## src/rtl/zda_pkg.sv

```systemverilog
// Shared constants, field layout and FSM encoding for the ZDA time decoder.
// The payload layout is ",hhmmss.cc,dd,mm,yyyy," with the leading comma at position 0.
package zda_pkg;

    localparam logic [7:0] ASCII_COMMA = 8'h2C;
    localparam logic [7:0] ASCII_DOT   = 8'h2E;
    localparam logic [7:0] ASCII_ZERO  = 8'h30;

    localparam int IDX_W = 5;

    // Separator and field-start positions within the payload.
    localparam logic [IDX_W-1:0] POS_FIRST = 5'd1;
    localparam logic [IDX_W-1:0] POS_DOT   = 5'd7;
    localparam logic [IDX_W-1:0] POS_SEP1  = 5'd10;
    localparam logic [IDX_W-1:0] POS_SEP2  = 5'd13;
    localparam logic [IDX_W-1:0] POS_SEP3  = 5'd16;
    localparam logic [IDX_W-1:0] POS_HH    = 5'd1;
    localparam logic [IDX_W-1:0] POS_MI    = 5'd3;
    localparam logic [IDX_W-1:0] POS_SS    = 5'd5;
    localparam logic [IDX_W-1:0] POS_CC    = 5'd8;
    localparam logic [IDX_W-1:0] POS_DD    = 5'd11;
    localparam logic [IDX_W-1:0] POS_MO    = 5'd14;
    localparam logic [IDX_W-1:0] POS_YY    = 5'd17;

    localparam int HOURS_W    = 5;
    localparam int MIN_W      = 6;
    localparam int SEC_W      = 6;
    localparam int CS_W       = 7;
    localparam int DAY_W      = 5;
    localparam int MON_W      = 4;
    localparam int YEAR_W     = 12;
    localparam int SOD_W      = 17;
    localparam int SHADOW_W   = 7;
    localparam int ACC_CALC_W = 14;

    typedef enum logic [2:0] {
        ST_IDLE,
        ST_COLLECT,
        ST_CHECK,
        ST_SOD1,
        ST_SOD2,
        ST_OUT,
        ST_DRAIN
    } state_t;

    typedef enum logic [2:0] {
        FLD_NONE,
        FLD_HH,
        FLD_MI,
        FLD_SS,
        FLD_CC,
        FLD_DD,
        FLD_MO,
        FLD_YY
    } field_t;

    function automatic field_t fieldAt(input logic [IDX_W-1:0] idx);
        field_t f;
        f = FLD_NONE;
        if (idx == POS_HH || idx == POS_HH + 5'd1)      f = FLD_HH;
        else if (idx == POS_MI || idx == POS_MI + 5'd1) f = FLD_MI;
        else if (idx == POS_SS || idx == POS_SS + 5'd1) f = FLD_SS;
        else if (idx == POS_CC || idx == POS_CC + 5'd1) f = FLD_CC;
        else if (idx == POS_DD || idx == POS_DD + 5'd1) f = FLD_DD;
        else if (idx == POS_MO || idx == POS_MO + 5'd1) f = FLD_MO;
        else if (idx >= POS_YY && idx <= POS_YY + 5'd3) f = FLD_YY;
        return f;
    endfunction

    // Decimal accumulate acc*10+d built from shifts so no multiplier is inferred.
    function automatic logic [ACC_CALC_W-1:0] mulAdd10(input logic [ACC_CALC_W-1:0] acc,
                                                      input logic [3:0] d);
        return (acc << 3) + (acc << 1) + ACC_CALC_W'(d);
    endfunction

endpackage

```

## src/rtl/ascii_digit_decode.sv

```systemverilog
// Combinational ASCII digit decoder: flags '0'..'9' and returns its numeric value.
module ascii_digit_decode
    import zda_pkg::*;
(
    input  logic [7:0] i_char,
    output logic [3:0] o_value,
    output logic       o_isDigit
);

    // The low nibble of an ASCII digit is already its value.
    assign o_isDigit = (i_char >= ASCII_ZERO) && (i_char <= ASCII_ZERO + 8'd9);
    assign o_value   = i_char[3:0];

endmodule

```

## src/rtl/zda_time_decoder.sv

```systemverilog
// Parses the ZDA payload character stream, range-checks the fields and presents one
// registered timestamp (with seconds-of-day) per accepted sentence.
module zda_time_decoder
    import zda_pkg::*;
#(
    parameter int CLK_FREQ  = 100_000_000,
    parameter int BAUD_RATE = 9600,
    parameter int INFO_SIZE = 22,
    parameter int GAP_CHARS = 4
) (
    input  logic        clk,
    input  logic        rst,
    input  logic [7:0]  char_in,
    input  logic        char_valid,
    output logic [4:0]  hours,
    output logic [5:0]  minutes,
    output logic [5:0]  seconds,
    output logic [6:0]  centisec,
    output logic [4:0]  day,
    output logic [3:0]  month,
    output logic [11:0] year,
    output logic [16:0] sod,
    output logic        time_valid,
    output logic        fmt_err,
    output logic        busy
);

    // 64-bit arithmetic: the product overflows 32 bits at the default clock rate.
    localparam longint GAP_CYC = (longint'(GAP_CHARS) * 10 * longint'(CLK_FREQ)) / longint'(BAUD_RATE);
    localparam int GAP_W = $clog2(GAP_CYC + 1);
    localparam logic [GAP_W-1:0] GAP_LAST = GAP_W'(GAP_CYC - 1);
    localparam logic [IDX_W-1:0] LAST_IDX = IDX_W'(INFO_SIZE - 1);

    state_t r_state;
    state_t w_nextState;

    logic [IDX_W-1:0]    r_idx;
    logic [GAP_W-1:0]    r_gapCnt;
    logic [SHADOW_W-1:0] r_shHours;
    logic [SHADOW_W-1:0] r_shMinutes;
    logic [SHADOW_W-1:0] r_shSeconds;
    logic [SHADOW_W-1:0] r_shCentisec;
    logic [SHADOW_W-1:0] r_shDay;
    logic [SHADOW_W-1:0] r_shMonth;
    logic [YEAR_W-1:0]   r_shYear;
    logic [SOD_W-1:0]    r_sodAcc;

    logic [HOURS_W-1:0] r_hours;
    logic [MIN_W-1:0]   r_minutes;
    logic [SEC_W-1:0]   r_seconds;
    logic [CS_W-1:0]    r_centisec;
    logic [DAY_W-1:0]   r_day;
    logic [MON_W-1:0]   r_month;
    logic [YEAR_W-1:0]  r_year;
    logic [SOD_W-1:0]   r_sod;
    logic               r_timeValid;
    logic               r_fmtErr;

    logic [3:0]       w_digitVal;
    logic             w_isDigit;
    logic             w_expectComma;
    logic             w_expectDot;
    logic             w_charOk;
    logic             w_accept;
    logic             w_start;
    logic             w_gapState;
    logic             w_gapExpired;
    logic             w_rangeOk;
    logic             w_fmtErrNext;
    field_t           w_field;
    logic [SOD_W-1:0] w_hrs17;
    logic [SOD_W-1:0] w_min17;
    logic [SOD_W-1:0] w_sec17;
    logic [SOD_W-1:0] w_sodHours;
    logic [SOD_W-1:0] w_sodFinal;

    ascii_digit_decode u_digit (
        .i_char    (char_in),
        .o_value   (w_digitVal),
        .o_isDigit (w_isDigit)
    );

    assign w_expectComma = (r_idx == POS_SEP1) || (r_idx == POS_SEP2) ||
                           (r_idx == POS_SEP3) || (r_idx == LAST_IDX);
    assign w_expectDot   = (r_idx == POS_DOT);
    assign w_charOk      = w_expectComma ? (char_in == ASCII_COMMA) :
                           w_expectDot   ? (char_in == ASCII_DOT)   : w_isDigit;
    assign w_accept      = (r_state == ST_COLLECT) && char_valid && w_charOk;
    assign w_start       = (r_state == ST_IDLE) && char_valid && (char_in == ASCII_COMMA);
    assign w_field       = fieldAt(r_idx);

    assign w_gapState    = (r_state == ST_COLLECT) || (r_state == ST_DRAIN);
    assign w_gapExpired  = w_gapState && !char_valid && (r_gapCnt == GAP_LAST);

    assign w_rangeOk = (r_shHours <= 7'd23) && (r_shMinutes <= 7'd59) &&
                       (r_shSeconds <= 7'd60) && (r_shCentisec <= 7'd99) &&
                       (r_shDay >= 7'd1) && (r_shDay <= 7'd31) &&
                       (r_shMonth >= 7'd1) && (r_shMonth <= 7'd12);

    // hours*3600 = h*(2048+1024+512+16); minutes*60 = m*(64-4).
    assign w_hrs17    = SOD_W'(r_shHours);
    assign w_min17    = SOD_W'(r_shMinutes);
    assign w_sec17    = SOD_W'(r_shSeconds);
    assign w_sodHours = (w_hrs17 << 11) + (w_hrs17 << 10) + (w_hrs17 << 9) + (w_hrs17 << 4);
    assign w_sodFinal = r_sodAcc + (w_min17 << 6) - (w_min17 << 2) + w_sec17;

    always_ff @(posedge clk) begin
        if (rst) r_state <= ST_IDLE;
        else     r_state <= w_nextState;
    end

    // Next-state decode; fmt_err is decided here and registered one cycle later.
    always_comb begin
        w_nextState  = r_state;
        w_fmtErrNext = 1'b0;
        case (r_state)
            ST_IDLE: begin
                if (w_start) w_nextState = ST_COLLECT;
            end
            ST_COLLECT: begin
                if (char_valid) begin
                    if (!w_charOk) begin
                        w_nextState  = ST_DRAIN;
                        w_fmtErrNext = 1'b1;
                    end else if (r_idx == LAST_IDX) begin
                        w_nextState = ST_CHECK;
                    end
                end else if (w_gapExpired) begin
                    w_nextState  = ST_IDLE;
                    w_fmtErrNext = 1'b1;
                end
            end
            ST_CHECK: begin
                if (w_rangeOk) begin
                    w_nextState = ST_SOD1;
                end else begin
                    w_nextState  = ST_IDLE;
                    w_fmtErrNext = 1'b1;
                end
            end
            ST_SOD1:  w_nextState = ST_SOD2;
            ST_SOD2:  w_nextState = ST_OUT;
            ST_OUT:   w_nextState = ST_IDLE;
            ST_DRAIN: begin
                if (w_gapExpired) w_nextState = ST_IDLE;
            end
            default:  w_nextState = ST_IDLE;
        endcase
    end

    // Datapath; outputs load on the SOD2->OUT edge so they appear together with time_valid.
    always_ff @(posedge clk) begin
        if (rst) begin
            r_idx        <= '0;
            r_gapCnt     <= '0;
            r_shHours    <= '0;
            r_shMinutes  <= '0;
            r_shSeconds  <= '0;
            r_shCentisec <= '0;
            r_shDay      <= '0;
            r_shMonth    <= '0;
            r_shYear     <= '0;
            r_sodAcc     <= '0;
            r_hours      <= '0;
            r_minutes    <= '0;
            r_seconds    <= '0;
            r_centisec   <= '0;
            r_day        <= '0;
            r_month      <= '0;
            r_year       <= '0;
            r_sod        <= '0;
            r_timeValid  <= 1'b0;
            r_fmtErr     <= 1'b0;
        end else begin
            r_fmtErr    <= w_fmtErrNext;
            r_timeValid <= (r_state == ST_SOD2);
            r_gapCnt    <= (w_gapState && !char_valid && !w_gapExpired) ? r_gapCnt + GAP_W'(1) : '0;

            if (w_start) begin
                r_idx        <= POS_FIRST;
                r_shHours    <= '0;
                r_shMinutes  <= '0;
                r_shSeconds  <= '0;
                r_shCentisec <= '0;
                r_shDay      <= '0;
                r_shMonth    <= '0;
                r_shYear     <= '0;
            end else if (w_accept) begin
                r_idx <= r_idx + 5'd1;
                case (w_field)
                    FLD_HH:  r_shHours    <= SHADOW_W'(mulAdd10(ACC_CALC_W'(r_shHours), w_digitVal));
                    FLD_MI:  r_shMinutes  <= SHADOW_W'(mulAdd10(ACC_CALC_W'(r_shMinutes), w_digitVal));
                    FLD_SS:  r_shSeconds  <= SHADOW_W'(mulAdd10(ACC_CALC_W'(r_shSeconds), w_digitVal));
                    FLD_CC:  r_shCentisec <= SHADOW_W'(mulAdd10(ACC_CALC_W'(r_shCentisec), w_digitVal));
                    FLD_DD:  r_shDay      <= SHADOW_W'(mulAdd10(ACC_CALC_W'(r_shDay), w_digitVal));
                    FLD_MO:  r_shMonth    <= SHADOW_W'(mulAdd10(ACC_CALC_W'(r_shMonth), w_digitVal));
                    FLD_YY:  r_shYear     <= YEAR_W'(mulAdd10(ACC_CALC_W'(r_shYear), w_digitVal));
                    default: ;
                endcase
            end

            if (r_state == ST_SOD1) begin
                r_sodAcc <= w_sodHours;
            end

            if (r_state == ST_SOD2) begin
                r_sodAcc   <= w_sodFinal;
                r_sod      <= w_sodFinal;
                r_hours    <= r_shHours[HOURS_W-1:0];
                r_minutes  <= r_shMinutes[MIN_W-1:0];
                r_seconds  <= r_shSeconds[SEC_W-1:0];
                r_centisec <= r_shCentisec[CS_W-1:0];
                r_day      <= r_shDay[DAY_W-1:0];
                r_month    <= r_shMonth[MON_W-1:0];
                r_year     <= r_shYear;
            end
        end
    end

    assign hours      = r_hours;
    assign minutes    = r_minutes;
    assign seconds    = r_seconds;
    assign centisec   = r_centisec;
    assign day        = r_day;
    assign month      = r_month;
    assign year       = r_year;
    assign sod        = r_sod;
    assign time_valid = r_timeValid;
    assign fmt_err    = r_fmtErr;
    assign busy       = (r_state != ST_IDLE);

endmodule

```

## config.mk

```make
export PLATFORM = sky130hd
export DESIGN_NAME = zda_time_decoder
export DESIGN_NICKNAME = d
export VERILOG_FILES = /design/src/rtl/zda_pkg.sv /design/src/rtl/ascii_digit_decode.sv /design/src/rtl/zda_time_decoder.sv
export SDC_FILE = /design/constraint.sdc
export NUM_CORES = 1
export LEC_CHECK = 0
export BUFFER_PORTS_ARGS = -buffer_cell sky130_fd_sc_hd__buf_2
export CAP_MARGIN = 20
export CORE_MARGIN = 2
export CORE_UTILIZATION = 46
export CTS_BUF_LIST = sky130_fd_sc_hd__clkbuf_4 sky130_fd_sc_hd__clkbuf_8 sky130_fd_sc_hd__clkbuf_16
export CTS_CLUSTER_SIZE = 28
export DETAILED_ROUTE_END_ITERATION = 10
export GPL_ROUTABILITY_DRIVEN = 1
export PLACE_DENSITY = 0.63
export SETUP_SLACK_MARGIN = 0.05
export SYNTH_ARGS = -nofsm -noshare
export SYNTH_HDL_FRONTEND = slang
export SYNTH_SLANG_ARGS = --single-unit
```

## constraint.sdc

```tcl
create_clock -name clk -period 4.4 [get_ports clk]
set_input_delay 1.1 -clock clk [delete_from_list [all_inputs] [get_ports clk]]
set_output_delay 1.1 -clock clk [all_outputs]
set_load 0.1 [all_outputs]
```

# Word-level counts from Yosys, hierarchy flattened
# Index checks and enable logic that the tools add are counted.
[op_classes]
addsub = 22
multipliers = 0
div_mod_pow = 0
magnitude_cmp = 12
eq_ne = 34
n_shift = 0
mux = 25
bitwise_logic = 1
reduce_logical = 42
[op_table]
columns = ["op", "count"]
rows = [
  ["7-bit by 4-bit adder with 7-bit output", 6],
  ["7-bit adder", 6],
  ["5-bit by 4-bit equality test with 1-bit output (second input constant)", 8],
  ["3-bit two-way mux", 12],
  ["17-bit two-way mux", 2],
  ["5-bit by 3-bit equality test with 1-bit output (second input constant)", 4],
  ["19-bit by 1-bit adder with 19-bit output (second input constant)", 1],
  ["19-bit equality test (second input constant)", 1],
  ["3-bit equality test (second input constant)", 6],
  ["3-bit case mux with 6 select lines", 1],
  ["17-bit by 11-bit adder with 17-bit output", 1],
  ["17-bit by 13-bit adder with 17-bit output", 1],
  ["17-bit by 16-bit adder with 17-bit output", 1],
  ["17-bit adder", 1],
  ["17-bit by 7-bit adder with 17-bit output", 1],
  ["17-bit by 9-bit subtractor with 17-bit output", 1],
  ["8-bit by 6-bit equality test with 1-bit output (second input constant)", 2],
  ["1-bit logical AND", 16],
  ["2-bit AND reduction", 8],
  ["7-bit by 1-bit >= comparator with 1-bit output (second input constant)", 2],
  ["7-bit by 5-bit <= comparator with 1-bit output (second input constant)", 2],
  ["7-bit by 6-bit <= comparator with 1-bit output (second input constant)", 2],
  ["12-bit adder", 1],
  ["12-bit by 4-bit adder with 12-bit output", 1],
  ["24 further kinds", 49],
]
[word_totals]
register_bits = 162
latch_bits = 0
ramBits = 0
mem_bits_ro = 0
in_bits = 11
out_inout_bits = 65
mem_count = 0

# Depth between registers and ports, before layout
[depth]
ltp_word = 11
depth_mapped = 12

# Modules after synthesis
# From an unflattened synthesis, not the netlist that was laid out.
[unflattened]
cells_unflattened = 1215
hier_area_um2 = 10453.8
[by_module_without_submodules]
columns = ["mod", "n_inst", "cells_each", "area_per_inst_um2", "seq_area_each_um2"]
rows = [
  ["zda_time_decoder", 1, 1208, 10391.2, 3243.1],
  ["ascii_digit_decode", 1, 7, 62.6, 0.0],
]

# Worst setup path before layout
# No wires, ideal clock.
[synth_timing]
kind = "reg2reg"
start = "register r_shMinutes[0]"
end = "register r_sodAcc[15]"
setup_ps = 78
arrival_time_ps = 3108
required_time_ps = 4322
path_slack_ps = 1214
stages_incl_launch_ff = 11
path_cell_list = "dfxtp_1 > inv_1 > fa_1 > ha_1 > fa_1 > a211oi_1 > o21bai_1 > a211o_1 > and4_1 > a211o_1 > nor3_1"
[synth_via]
elab_chain_len = 4
[synth_lines]
columns = ["item", "line", "rtl"]
rows = [
  ["start: declaration", "zda_time_decoder.sv:40", "logic [SHADOW_W-1:0] r_shMinutes;"],
  ["start signal: assignment", "zda_time_decoder.sv:192", "FLD_MI: r_shMinutes <= SHADOW_W'(mulAdd10(ACC_CALC_W'(r_shMinutes), w_digitVal));"],
  ["17-bit by 13-bit adder with 17-bit output", "zda_time_decoder.sv:105", "assign w_sodFinal = r_sodAcc + (w_min17 << 6) - (w_min17 << 2) + w_sec17;"],
  ["17-bit by 9-bit subtractor with 17-bit output *", "zda_time_decoder.sv:105", ""],
  ["17-bit by 7-bit adder with 17-bit output *", "zda_time_decoder.sv:105", ""],
  ["17-bit two-way mux *", "zda_time_decoder.sv:206", "if (r_state == ST_SOD2) begin"],
  ["end signal: assignment", "zda_time_decoder.sv:203", "r_sodAcc <= w_sodHours;"],
  ["end signal: assignment", "zda_time_decoder.sv:207", "r_sodAcc <= w_sodFinal;"],
  ["end: declaration", "zda_time_decoder.sv:46", "logic [SOD_W-1:0] r_sodAcc;"],
]
# Mark *: on every way between the ends. The rest lies on a longest branch, timed or not.
# A chain may end at the register's enable or synchronous reset.

# Worst setup path in the final report
# Same ends and word-level chain as after synthesis.

==> flow_metrics.tcl <==
set metrics [dict create \
    p_leak_nw 5.06 \
    synth-main-ff-cell "dfxtp_1" \
    ant_nets 0 \
    syn_inst 1206 \
    design.die.area_um2 23600 \
    clk_pin_slew_ps 70 \
    clockBufferDepth 2 \
    gr-total-overflow 0 \
    placed_cell_area_um2 10900 \
    drc_errors 0 \
    yosysSeqAreaShare_pct 31.5 \
    die_height_um 154 \
    synth_seq_cells 162 \
    ir_drop_mv 0.229 \
    grt_max_degree 51 \
    final_nets 1413 \
    tightest_slew_ps 920 \
    grt_pass1_wl_mm 40.2 \
    num_vias 8545 \
    cp-end-kind "flop" \
    core_area_um2 21900 \
    worst_clock_skew_ps 14.1 \
    row_count 54 \
    period_minus_slack_ps 3570 \
    netlist_top_cells_area "dfxtp_1 (31%), ha_1 (15%), a21oi_1 (7.2%), fa_1 (6.0%), nand2_1 (5.9%)" \
    syn-cell-area_um2 10300 \
    insertion_delay_ps 430 \
    root_buffer "clkbuf_16" \
    status "finished, final reports clean" \
    hold_ws_ps 444 \
    initialDrtViolationCount 544 \
    routed.top_layer "met4" \
    worstHoldPathCells 2 \
    async_reset_ff_share_pct 0 \
    worstHoldPathType "reg2reg" \
    p_per_area_nw_per_um2 269 \
    cp.required_ps 4750 \
    maxCapViolations 0 \
    area_delta_synth_final_pct 11.4 \
    hold_start "sod[9]" \
    synth_largest_area_cell "dfxtp_1" \
    r2r_slack_ps 830 \
    cp-start-kind "flop" \
    cts_tree "yes" \
    synth.top_cell.area_share_pct 31.5 \
    hold_viol_final 0 \
    synth.net_count 1369 \
    clock.fmax_ghz 0.280 \
    diodes 0 \
    wl_met3_um 792 \
    drive_gt1_share_pct 10.7 \
    slew_viol_final 0 \
    syn_area_per_cell_um2 8.54 \
    worst-setup-path-type "reg2reg" \
    worstReg2RegEnd "r_sodAcc[15]" \
    dr.pass1.iters 5 \
    start_util_pct 47.0 \
    fin_setup_tns_ps 0 \
    design_area_um2 11500 \
    r2r_cells 10 \
    clock-sinks 162 \
    dp_hpwl_mm 17.2 \
    final_core_util_pct 52.4 \
    synth.distinct_cells 70 \
    post_drt_via_cell_ratio 5.54 \
    drt-total-wl_mm 24.0 \
    grt_pass1_vias 8042 \
    grt_setup_unrepaired "no" \
    met1_length_mm 11.8 \
    wire_per_inst_um 15.6 \
    ctsHoldBuffers 0 \
    postCtsSetupBuffers 0 \
    worstPathArrival_ps 3920 \
    cts_max_level 4 \
    path_max_fanout 6 \
    max_slew_margin_pct 38.4 \
    fin_crit_sh_pct 81.0 \
    track_usage_pct 20.5 \
    antenna_found_initial 0 \
    cts-resized-gates 0 \
    numCtsBuffers 17 \
    synth_edf_count 0 \
    die-width_um 154 \
    gp_congestion 0.800 \
    yosysWarningCount 0 \
    hold_end "sod[9]" \
    wl_met2_mm 11.1 \
    rr_startpoint "r_shMinutes[0]" \
    ios 76 \
    setup_viol 0 \
    io_buffer_count 75 \
]
-- cell type report --
| class | count | area [um^2] |
|---|---|---|
| Timing Repair Buffer | 85 | 463 |
| Clock inverter | 12 | 158 |
| Tap cell | 280 | 350 |
| Fill cell | 2119 | 10400 |
| Clock buffer | 19 | 447 |
| Sequential cell | 162 | 3240 |
| Multi-Input combinational cell | 931 | 6610 |
| Inverter | 53 | 199 |
-- layout by cell type (no fill, tap or decap), types with 8 or more instances in the layout --
| cell | count |
|---|---|
| nor4_1 | 9 |
| a21oi_1 | 148 |
| nor3_1 | 28 |
| buf_2 | 75 |
| nand2_1 | 161 |
| and3_1 | 11 |
| fa_1 | 31 |
| xnor2_1 | 44 |
| nand3_1 | 52 |
| ha_1 | 121 |
| a211oi_1 | 8 |
| buf_4 | 9 |
| mux2i_1 | 18 |
| or3_1 | 10 |
| nand4_1 | 8 |
| nand2b_1 | 12 |
| clkbuf_16 | 17 |
| inv_1 | 53 |
| nor2_1 | 58 |
| a21o_1 | 29 |
| xor2_1 | 21 |
| dfxtp_1 | 162 |
| o21ai_0 | 52 |
| o31ai_1 | 8 |
-- cells in the mapped netlist (8+ instances only) --
master,number
dfxtp_1,162
nand2_1,161
a21oi_1,148
ha_1,121
nor2_1,58
inv_1,53
nand3_1,53
o21ai_0,52
xnor2_1,44
clkbuf_1,43
fa_1,31
a21o_1,29
nor3_1,28
xor2_1,21
mux2i_1,18
and3_1,12
nand2b_1,12
or3_1,10
buf_2,9
nor4_1,9
a211oi_1,8
nand4_1,8
o31ai_1,8
-- how the worst max path moves through the flow --
stage               slack (ps)      startpoint           end
floorplan                 1210  r_shMinutes[0]  r_sodAcc[15]
global placement           810      char_in[3]  r_shYear[10]
detailed placement         790      char_in[3]  r_shYear[10]
CTS                        800  r_shMinutes[0]  r_sodAcc[15]
global route               600  r_shMinutes[0]  r_sodAcc[15]
finish                     830  r_shMinutes[0]  r_sodAcc[15]
-- state kept, by name, indices dropped and copies added, names as in the netlist --
signal	count
month	4
fmt_err	1
seconds	6
r_gapCnt	19
r_shSeconds	7
time_valid	1
r_state	3
hours	5
year	12
centisec	7
r_idx	5
r_shMonth	7
minutes	6
r_shMinutes	7
day	5
r_sodAcc	17
r_shCentisec	7
sod	17
r_shDay	7
r_shHours	7
r_shYear	12
-- metrics by stage --
step / worst slack (ps) / cells / total power [W]
global placement: 809 / 1511 / 0.00158
global route: 598 / 1542 / 0.00319
detailed placement: 792 / 1511 / 0.00158
CTS: 801 / 1542 / 0.00312
floorplan: 1210 / 1206 / 0.00155
finish: 834 / 1542 / 0.00309
-- worst max-delay path: stages, from the launching register on --
cell	delay, ps
dfxtp_1	530
inv_1	120
fa_1	490
ha_1	350
fa_1	480
a211oi_1	330
o21bai_1	140
a211o_1	370
and4_1	200
a211o_1	280
nor3_1	190
-- per-layer routing --
metal | global-route usage (%) | vias up
met5 | 0 | -
met4 | 4.11 | 0
met3 | 3.75 | 22
met2 | 33.2 | 135
met1 | 28.8 | 4034
li1 | - | 4354
-- where the power goes --
part           switching, W  internal [W]
sequential       0.00000134       0.00147
clock              0.000629      0.000914
combinational     0.0000542     0.0000219
-- cell families after synthesis --
family                     Yosys count  share of synthesized area [%]
xor gates and xnor gates            65                           5.53
and+or+nand+nor                    389                           18.0
adders and majority gates          152                           20.7
buffers and inverters              113                           4.39
DFF                                162                           31.5
AOI/OAI and AO/OA                  307                           18.1
muxes                               18                           1.75
Power figures use the tool's default switching activity.
